File: src/rtl/smoldvi_timing_pkg.sv
// smoldvi timing: shared constants (640x480@60 defaults, sync polarities,
// pixel width), FSM state type and the registered output bundle.
package smoldvi_timing_pkg;

   localparam int unsigned DEF_H_ACTIVE = 640;
   localparam int unsigned DEF_H_FP     = 16;
   localparam int unsigned DEF_H_SYNC   = 96;
   localparam int unsigned DEF_H_BP     = 48;
   localparam int unsigned DEF_V_ACTIVE = 480;
   localparam int unsigned DEF_V_FP     = 10;
   localparam int unsigned DEF_V_SYNC   = 2;
   localparam int unsigned DEF_V_BP     = 33;
   localparam int unsigned DEF_W_CNT    = 12;

   // 0 = sync pulse is driven low
   localparam logic DEF_H_SYNC_POL = 1'b0;
   localparam logic DEF_V_SYNC_POL = 1'b0;

   localparam int unsigned PIX_W = 24;

   typedef enum logic {
      ST_IDLE = 1'b0,
      ST_RUN  = 1'b1
   } state_t;

   // Everything the TMDS encoders see, registered together so it stays aligned
   typedef struct packed {
      logic             den;
      logic             hsync;
      logic             vsync;
      logic             frame_start;
      logic [PIX_W-1:0] rgb;
   } tmds_out_t;

   // Drive the sync line to its asserted level inside the window
   function automatic logic sync_level(input logic in_win, input logic pol);
      return in_win ? pol : ~pol;
   endfunction

endpackage

File: src/rtl/smoldvi_timing_axis.sv
// One raster axis: wrapping position counter plus active/sync window decode.
// Used once for pixels within a line and once for lines within a frame.
module smoldvi_timing_axis
   import smoldvi_timing_pkg::*;
#(
   parameter int unsigned ACTIVE = DEF_H_ACTIVE,
   parameter int unsigned FP     = DEF_H_FP,
   parameter int unsigned SYNC   = DEF_H_SYNC,
   parameter int unsigned BP     = DEF_H_BP,
   parameter int unsigned W_CNT  = DEF_W_CNT
) (
   input  logic             i_clk,
   input  logic             i_rst_n,
   input  logic             i_clr,
   input  logic             i_adv,
   output logic [W_CNT-1:0] o_cnt,
   output logic             o_last,
   output logic             o_active,
   output logic             o_sync
);

   localparam int unsigned TOTAL = ACTIVE + FP + SYNC + BP;

   // The counter must be able to reach TOTAL-1
   if (TOTAL > (2 ** W_CNT)) begin : g_bad_width
      $error("smoldvi_timing_axis: ACTIVE+FP+SYNC+BP exceeds 2**W_CNT");
   end

   localparam logic [W_CNT-1:0] LAST      = W_CNT'(TOTAL - 1);
   localparam logic [W_CNT:0]   L_ACTIVE  = (W_CNT+1)'(ACTIVE);
   localparam logic [W_CNT:0]   L_SYNC_LO = (W_CNT+1)'(ACTIVE + FP);
   localparam logic [W_CNT:0]   L_SYNC_HI = (W_CNT+1)'(ACTIVE + FP + SYNC);

   logic [W_CNT-1:0] r_cnt;
   logic [W_CNT:0]   w_cnt_x;

   assign w_cnt_x  = {1'b0, r_cnt};
   assign o_cnt    = r_cnt;
   assign o_last   = (r_cnt == LAST);
   assign o_active = (w_cnt_x < L_ACTIVE);
   assign o_sync   = (w_cnt_x >= L_SYNC_LO) && (w_cnt_x < L_SYNC_HI);

   // Position counter: held at zero while cleared, wraps after TOTAL-1
   always_ff @(posedge i_clk or negedge i_rst_n) begin
      if (!i_rst_n)    r_cnt <= '0;
      else if (i_clr)  r_cnt <= '0;
      else if (i_adv)  r_cnt <= o_last ? '0 : r_cnt + W_CNT'(1);
   end

endmodule

File: src/rtl/smoldvi_timing_ctrl.sv
// smoldvi video timing sequencer: raster generation, upstream pixel
// handshake, registered pixel/sync bundle for the TMDS encoders, and
// frame-boundary-only enable/disable with a sticky underrun flag.
module smoldvi_timing_ctrl
   import smoldvi_timing_pkg::*;
#(
   parameter int unsigned H_ACTIVE   = DEF_H_ACTIVE,
   parameter int unsigned H_FP       = DEF_H_FP,
   parameter int unsigned H_SYNC     = DEF_H_SYNC,
   parameter int unsigned H_BP       = DEF_H_BP,
   parameter int unsigned V_ACTIVE   = DEF_V_ACTIVE,
   parameter int unsigned V_FP       = DEF_V_FP,
   parameter int unsigned V_SYNC     = DEF_V_SYNC,
   parameter int unsigned V_BP       = DEF_V_BP,
   parameter logic        H_SYNC_POL = DEF_H_SYNC_POL,
   parameter logic        V_SYNC_POL = DEF_V_SYNC_POL,
   parameter int unsigned W_CNT      = DEF_W_CNT
) (
   input  logic             clk_pix,
   input  logic             rst_n_pix,
   input  logic             en,
   input  logic             clr_underrun,
   input  logic             pix_valid,
   input  logic [PIX_W-1:0] pix_rgb,
   output logic             pix_rdy,
   output logic             den,
   output logic             hsync,
   output logic             vsync,
   output logic [PIX_W-1:0] rgb,
   output logic             frame_start,
   output logic             underrun,
   output logic             running
);

   state_t           r_state;
   tmds_out_t        r_out;
   logic             r_underrun;

   logic             w_run;
   logic [W_CNT-1:0] w_h_cnt, w_v_cnt;
   logic             w_h_last, w_v_last;
   logic             w_h_act, w_v_act;
   logic             w_h_sync, w_v_sync;
   logic             w_active;
   logic             w_frame_top;

   assign w_run = (r_state == ST_RUN);

   smoldvi_timing_axis #(
      .ACTIVE (H_ACTIVE), .FP (H_FP), .SYNC (H_SYNC), .BP (H_BP), .W_CNT (W_CNT)
   ) u_h_axis (
      .i_clk    (clk_pix),
      .i_rst_n  (rst_n_pix),
      .i_clr    (~w_run),
      .i_adv    (w_run),
      .o_cnt    (w_h_cnt),
      .o_last   (w_h_last),
      .o_active (w_h_act),
      .o_sync   (w_h_sync)
   );

   smoldvi_timing_axis #(
      .ACTIVE (V_ACTIVE), .FP (V_FP), .SYNC (V_SYNC), .BP (V_BP), .W_CNT (W_CNT)
   ) u_v_axis (
      .i_clk    (clk_pix),
      .i_rst_n  (rst_n_pix),
      .i_clr    (~w_run),
      .i_adv    (w_run & w_h_last),
      .o_cnt    (w_v_cnt),
      .o_last   (w_v_last),
      .o_active (w_v_act),
      .o_sync   (w_v_sync)
   );

   assign w_active    = w_run & w_h_act & w_v_act;
   assign w_frame_top = w_run & (w_h_cnt == '0) & (w_v_cnt == '0);

   // Pixels are only taken inside the visible area
   assign pix_rdy = w_active;

   // Start on en from idle; stop only on the very last cycle of a frame
   always_ff @(posedge clk_pix or negedge rst_n_pix) begin
      if (!rst_n_pix) begin
         r_state <= ST_IDLE;
      end else begin
         case (r_state)
            ST_IDLE: if (en) r_state <= ST_RUN;
            ST_RUN:  if (w_h_last && w_v_last && !en) r_state <= ST_IDLE;
            default: r_state <= ST_IDLE;
         endcase
      end
   end

   // One-cycle registered decode so pixel, den and syncs leave together
   always_ff @(posedge clk_pix or negedge rst_n_pix) begin
      if (!rst_n_pix) begin
         r_out <= '{den: 1'b0, hsync: ~H_SYNC_POL, vsync: ~V_SYNC_POL,
                    frame_start: 1'b0, rgb: '0};
      end else begin
         r_out.den         <= w_active;
         r_out.rgb         <= (w_active && pix_valid) ? pix_rgb : '0;
         r_out.hsync       <= sync_level(w_run & w_h_sync, H_SYNC_POL);
         r_out.vsync       <= sync_level(w_run & w_v_sync, V_SYNC_POL);
         r_out.frame_start <= w_frame_top;
      end
   end

   // Sticky starvation flag; a new starvation beats a simultaneous clear
   always_ff @(posedge clk_pix or negedge rst_n_pix) begin
      if (!rst_n_pix)                r_underrun <= 1'b0;
      else if (w_active && !pix_valid) r_underrun <= 1'b1;
      else if (clr_underrun)         r_underrun <= 1'b0;
   end

   assign den         = r_out.den;
   assign hsync       = r_out.hsync;
   assign vsync       = r_out.vsync;
   assign rgb         = r_out.rgb;
   assign frame_start = r_out.frame_start;
   assign underrun    = r_underrun;
   assign running     = w_run;

endmodule

File: config.mk
export PLATFORM = sky130hd
export DESIGN_NAME = smoldvi_timing_ctrl
export DESIGN_NICKNAME = d
export VERILOG_FILES = /design/src/rtl/smoldvi_timing_pkg.sv /design/src/rtl/smoldvi_timing_axis.sv /design/src/rtl/smoldvi_timing_ctrl.sv
export SDC_FILE = /design/constraint.sdc
export NUM_CORES = 1
export LEC_CHECK = 0
export BUFFER_PORTS_ARGS = -buffer_cell sky130_fd_sc_hd__clkbuf_2
export CAP_MARGIN = 5
export CORE_UTILIZATION = 45
export CTS_CLUSTER_SIZE = 40
export DETAILED_ROUTE_END_ITERATION = 8
export PLACE_DENSITY = 0.72
export REMOVE_ABC_BUFFERS = 1
export SYNTH_ARGS = -nofsm -noshare
export SYNTH_HDL_FRONTEND = slang
export SYNTH_SLANG_ARGS = --single-unit
File: constraint.sdc
create_clock -name clk_pix -period 2.28 [get_ports clk_pix]
set_input_delay 0.114 -clock clk_pix [delete_from_list [all_inputs] [get_ports clk_pix]]
set_output_delay 0.114 -clock clk_pix [all_outputs]
set_load 0.01 [all_outputs]
After elaboration in Yosys (flattened, before gate mapping):

Index checks and enable logic that the tools add are counted.

* register bits: 54
* bits of input ports: 29
* output and inout port bits: 31
* word-level logic and storage cells: 52

* add/subtract/negate cells: 2
* order comparisons: 6
* equality and inequality tests: 3
* multiplexer cells: 13
* bitwise operators: 8
* reduce and logical (&&, ||, !) cells: 11

Operators with widths (count)
* two-way mux 12 bit: 5
* adder 12 x 1 -> 12 bit, second input constant: 2
* equality test 12 x 10 -> 1 bit, second input constant: 2
* logical NOT 12 bit: 2
* less-than comparator 12 x 10 -> 1 bit, second input constant: 2
* less-than comparator 12 x 9 -> 1 bit, second input constant: 2
* two-way mux 24 bit: 1
* >= comparator 12 x 10 -> 1 bit, second input constant: 1
* >= comparator 12 x 9 -> 1 bit, second input constant: 1
* bitwise AND 1 bit: 7
* logical AND 1 bit: 6
* two-way mux 1 bit: 6
* logical NOT 1 bit: 2
* inequality test 2 x 1 -> 1 bit, second input constant: 1
* case mux 1 bit (2 select lines): 1
* nonzero test 2 bit: 1
* inverter 1 bit: 1

Longest topological paths before layout:

* depth in word-level cells: 5
* gate-level depth with buffers: 7
* mapped depth without buffers: 6

Modules after synthesis:

Synthesis repeated with hierarchy kept, for this count alone.

* cell total of the unflattened synthesis: 245
* area, all modules: 2586.2 um^2

By module, submodules not included
* smoldvi_timing_ctrl: instances 1, cells an instance 78, area an instance 1058.5 um^2, seq. area each 753.2 um^2
* smoldvi_timing_axis at u_v_axis: instances 1, cells an instance 89, area an instance 809.5 um^2, seq. area each 300.3 um^2
* smoldvi_timing_axis at u_h_axis: instances 1, cells an instance 78, area an instance 718.2 um^2, seq. area each 300.3 um^2

Worst setup path before layout:

OpenSTA, ideal clock, no wires.

* path kind: reg2reg
* start point: reg u_h_axis.r_cnt[7] (netlist: u_h_axis.o_cnt[7])
* end point: reg u_v_axis.r_cnt[7] (netlist: u_v_axis.o_cnt[7])
* setup time: 0.133 ns
* arrival: 1.983 ns
* required time: 2.147 ns
* setup slack: 0.164 ns
* cell stages (with the launch flop): 6
* buffers on the path: 1
* clock period less this slack: 2.116 ns
* cell sequence: dfrtp_1 or4_4 or4_4 buf_6 o311ai_4 o31ai_1

* word-level cells in the longest chain between the ends: 3

RTL lines
* from (decl): line smoldvi_timing_axis.sv:34 `logic [W_CNT-1:0] r_cnt;`
* from (signal assigned): line smoldvi_timing_axis.sv:47 `else if (i_adv) r_cnt <= o_last ? '0 : r_cnt + W_CNT'(1);`
* equality test 12 x 10 -> 1 bit: line smoldvi_timing_axis.sv:39 `assign o_last = (r_cnt == LAST);`
* bitwise AND 1 bit: line smoldvi_timing_ctrl.sv:68 `.i_adv (w_run & w_h_last),`
* inequality test 2 x 1 -> 1 bit (no source line)
* to (signal assigned): line smoldvi_timing_axis.sv:47
* to (decl): line smoldvi_timing_axis.sv:34

No other way between the ends.
A chain may end at the register's enable or synchronous reset.

Final worst setup path:

* start point: reg u_h_axis.r_cnt[7] (netlist: u_h_axis.o_cnt[7])
* end point: reg u_v_axis.r_cnt[0] (netlist: u_v_axis.o_cnt[0])

The elaborated chain is that of the path after synthesis.

==> summary.md <==
| Metric | Value |
|---|---|
| Syn Inst Count | `229` |
| Clk root buf | `clkbuf_8` |
| Crit path kind | `reg2reg` |
| Clock share of power | `0.277` |
| Syn Area/Cell | `10.8 um^2` |
| Max Fclk | `0.456 GHz` |
| Drt wl/cell | `14.0 um` |
| Antenna viol nets, final | `0` |
| Final slew viol count | `0` |
| # Max-Cap Violations | `0` |
| # DRC | `0` |
| Antenna cells | `0` |
| Switching share of power | `0.293` |
| Slew HR | `0.659` |
| Post-synthesis async set-or-reset flop share | `1.00` |
| Top post-synthesis cells by area | `dfrtp_1 (53%), and3_1 (6.9%), nand3_1 (4.1%)` |
| Post-synthesis sequential area ratio | `0.549` |
| GRT Overall Usage | `0.184` |
| Die ar. | `0.00578 mm^2` |
| Grt ovf | `0` |
| End point of the critical path | `u_v_axis.o_cnt[0]` |
| Final instance area | `0.00300 mm^2` |
| EDFF count, synth | `0` |
| Via count | `1960` |
| Leading area contributor after synthesis | `dfrtp_1` |
| Worst skew pair latency | `300 ps` |
| Final min period | `2190 ps` |
| Sum Neg Setup Slack | `0 ps` |
| Vias in the first global route | `1795` |
| Initial Utilization | `0.474` |
| Worst Max-Slew Pin Slew | `511 ps` |
| IO Pins | `60` |
| Setup crit start | `u_h_axis.o_cnt[7]` |
| Reg-to-reg startpoint | `u_h_axis.o_cnt[7]` |
| Comb pwr share | `0.199` |
| Synth unique cells | `43` |
| PD cells | `703 mW/mm^2` |
| Flop2flop setup slack | `90 ps` |
| CTS clk-pin slew, worst paths | `100 ps` |
| # rows | `26` |
| Worst EP arrival | `2370 ps` |
| I/O Buffers | `59` |
| Vias per inst | `5.36` |
| Antenna violations before repair | `0` |
| Share of cells above drive strength 1 | `0.307` |
| Longest Clk Path Bufs | `2` |
| CORE AREA | `0.00520 mm^2` |
| Hold Fails Final Rpt | `0` |
| Psw | `619 uW` |
| Register bit total from synthesis | `54` |
| Synth Cell Area | `0.00246 mm^2` |
| Class of the worst hold path | `in2reg` |
| Count leader, synth | `dfrtp_1` |
| RSZ-0062 raised after global routing | `no` |
| Outcome | `finished, final reports clean` |
| Post-Route WL | `5.14 mm` |
| Area after DPL | `0.00286 mm^2` |
| Clk_skew | `7.35 ps` |
| Synth top cells by count | `dfrtp_1 (52), and3_1 (27), nand3_1 (20), nor2_1 (18), nand2_1 (12)` |
| Layout area overhead | `21.9%` |
| 1st-pass router iterations | `4` |
| Ys flop type | `dfrtp_1` |
| Final setup violation count | `0` |
| CTS tree | `built` |
| Routability cong. | `0.800` |
| Fin crit share | `0.961` |
| Initial drt markers | `134` |
| Int Power | `1490 uW` |
| Synth warnings | `0` |
| R2R Path End | `u_v_axis.o_cnt[0]` |
| TritonCTS buffer count | `5` |
| Post-synth top area share | `0.528` |
| Crit-path max FO | `11` |
| First-pass GRT wire length | `8.51 mm` |
| Worst ir drop on vdd | `530 uV` |
| CTS Sinks | `54` |
| Flop pwr share | `0.524` |
| Total Power | `2110 uW` |
| Chip Width | `76.0 um` |
| H-tree Lvls | `2` |
| Largest net degree at the start of global routing | `26` |
| DP Wirelength | `3.70 mm` |
| Worst Path Required | `2460 ps` |
| Die height | `76.0 um` |
| Lkg Pwr | `0.00148 uW` |
| Worst setup SP type | `register` |
| Reg2Reg Depth | `4` |
| CP endpoint kind | `register` |
| Final #Nets | `328` |
[flip-flops by register name (all words and copies together) (netlist names)]
register and flops:
u_v_axis.o_cnt 12, hsync 1, vsync 1, underrun 1
den 1, frame_start 1, u_h_axis.o_cnt 12, running 1
rgb 24
[routing by layer]
metal,part of all wire,track usage,vias to the layer above
met2,0.44,0.273,81
met4,0.0095,0.0423,0
met1,0.47,0.263,927
li1,-,-,948
met5,0,0,-
met3,0.079,0.0623,4
[how the worst min path moves through the flow]
| stage | start | to | cells past startpoint |
|---|---|---|---|
| after floorplan | rst_n_pix | den | 0 |
| after global placement | rst_n_pix | u_v_axis.o_cnt[8] | 1 |
| after detailed placement | rst_n_pix | u_v_axis.o_cnt[8] | 1 |
| final | en | running | 2 |
| after global routing | en | running | 2 |
| after CTS | clr_underrun | underrun | 2 |
[critical path: stages, from the launching register on]
cell and delay [ps]:
dfrtp_1 400, or4_4 590, or4_4 630, nand2_1 320, o21ai_0 130
[power groups by stage]
stage / registers (uW) / clock network [uW] / logic (uW)
6_report: 1110 / 585 / 420
5_1_grt: 1120 / 646 / 468
4_1_cts: 1110 / 601 / 421
3_5_place_dp: 1120 / 0 / 416
3_3_place_gp: 1120 / 0 / 411
2_1_floorplan: 1170 / 0 / 189
[layout by cell type, fill, tap and decap left out, types with 3 or more instances in the layout]
cell type,Yosys,layout
nor3_1,5,5
o21ai_0,3,3
mux2i_1,3,3
inv_1,9,9
xor2_1,5,5
nand3_1,20,20
clkbuf_8,0,6
ha_1,4,4
and4_1,3,3
clkbuf_2,0,59
or4_1,3,3
buf_4,1,11
and3_1,27,27
nor2_1,18,18
nand4_1,9,9
xnor2_1,6,6
nor4_1,3,3
nand2_1,12,12
a22oi_1,3,3
dfrtp_1,52,52
[timing repair]
item	in CTS	in global routing
hold buffers	1	1
endpoints found under the setup margin	1	0
gates resized for setup	2	0
setup buffers	1	0
hold endpoints to repair	18	1
[metrics by stage]
| stage | util | hold slack [ps] | worst slack [ps] | instances |
|---|---|---|---|---|
| 6_report | 0.577 | 6.15 | 88.8 | 366 |
| 3_5_place_dp | 0.550 | 111 | 100 | 354 |
| 5_1_grt | 0.577 | 15.4 | 6.93 | 366 |
| 3_3_place_gp | 0.550 | 109 | 150 | 354 |
| 2_1_floorplan | - | -182 | 11.7 | 214 |
| 4_1_cts | 0.575 | 0.0104 | 74.2 | 365 |
[area by class of cell]
type	instances	area, um^2
clock inverters	2	20.0
multi-input cells	151	1010
repair buffers	74	414
fillers	455	2200
well taps	70	87.6
flip-flops and latches	54	1350
inverters	9	33.8
clock buffers	6	82.6
[cells by family (layout without fill, tap and decap cells)]
logic type      Yosys count  in the layout  share of synthesized area
xor+xnor                 11             11                     0.0391
mux                       3              3                     0.0122
compound gates           16             16                     0.0548
simple gates            117            117                      0.283
fa+ha+maj                 4              4                     0.0203
flops                    54             54                      0.549
buf+inv                  24             91                     0.0416
(Power assumes the default switching activity.)
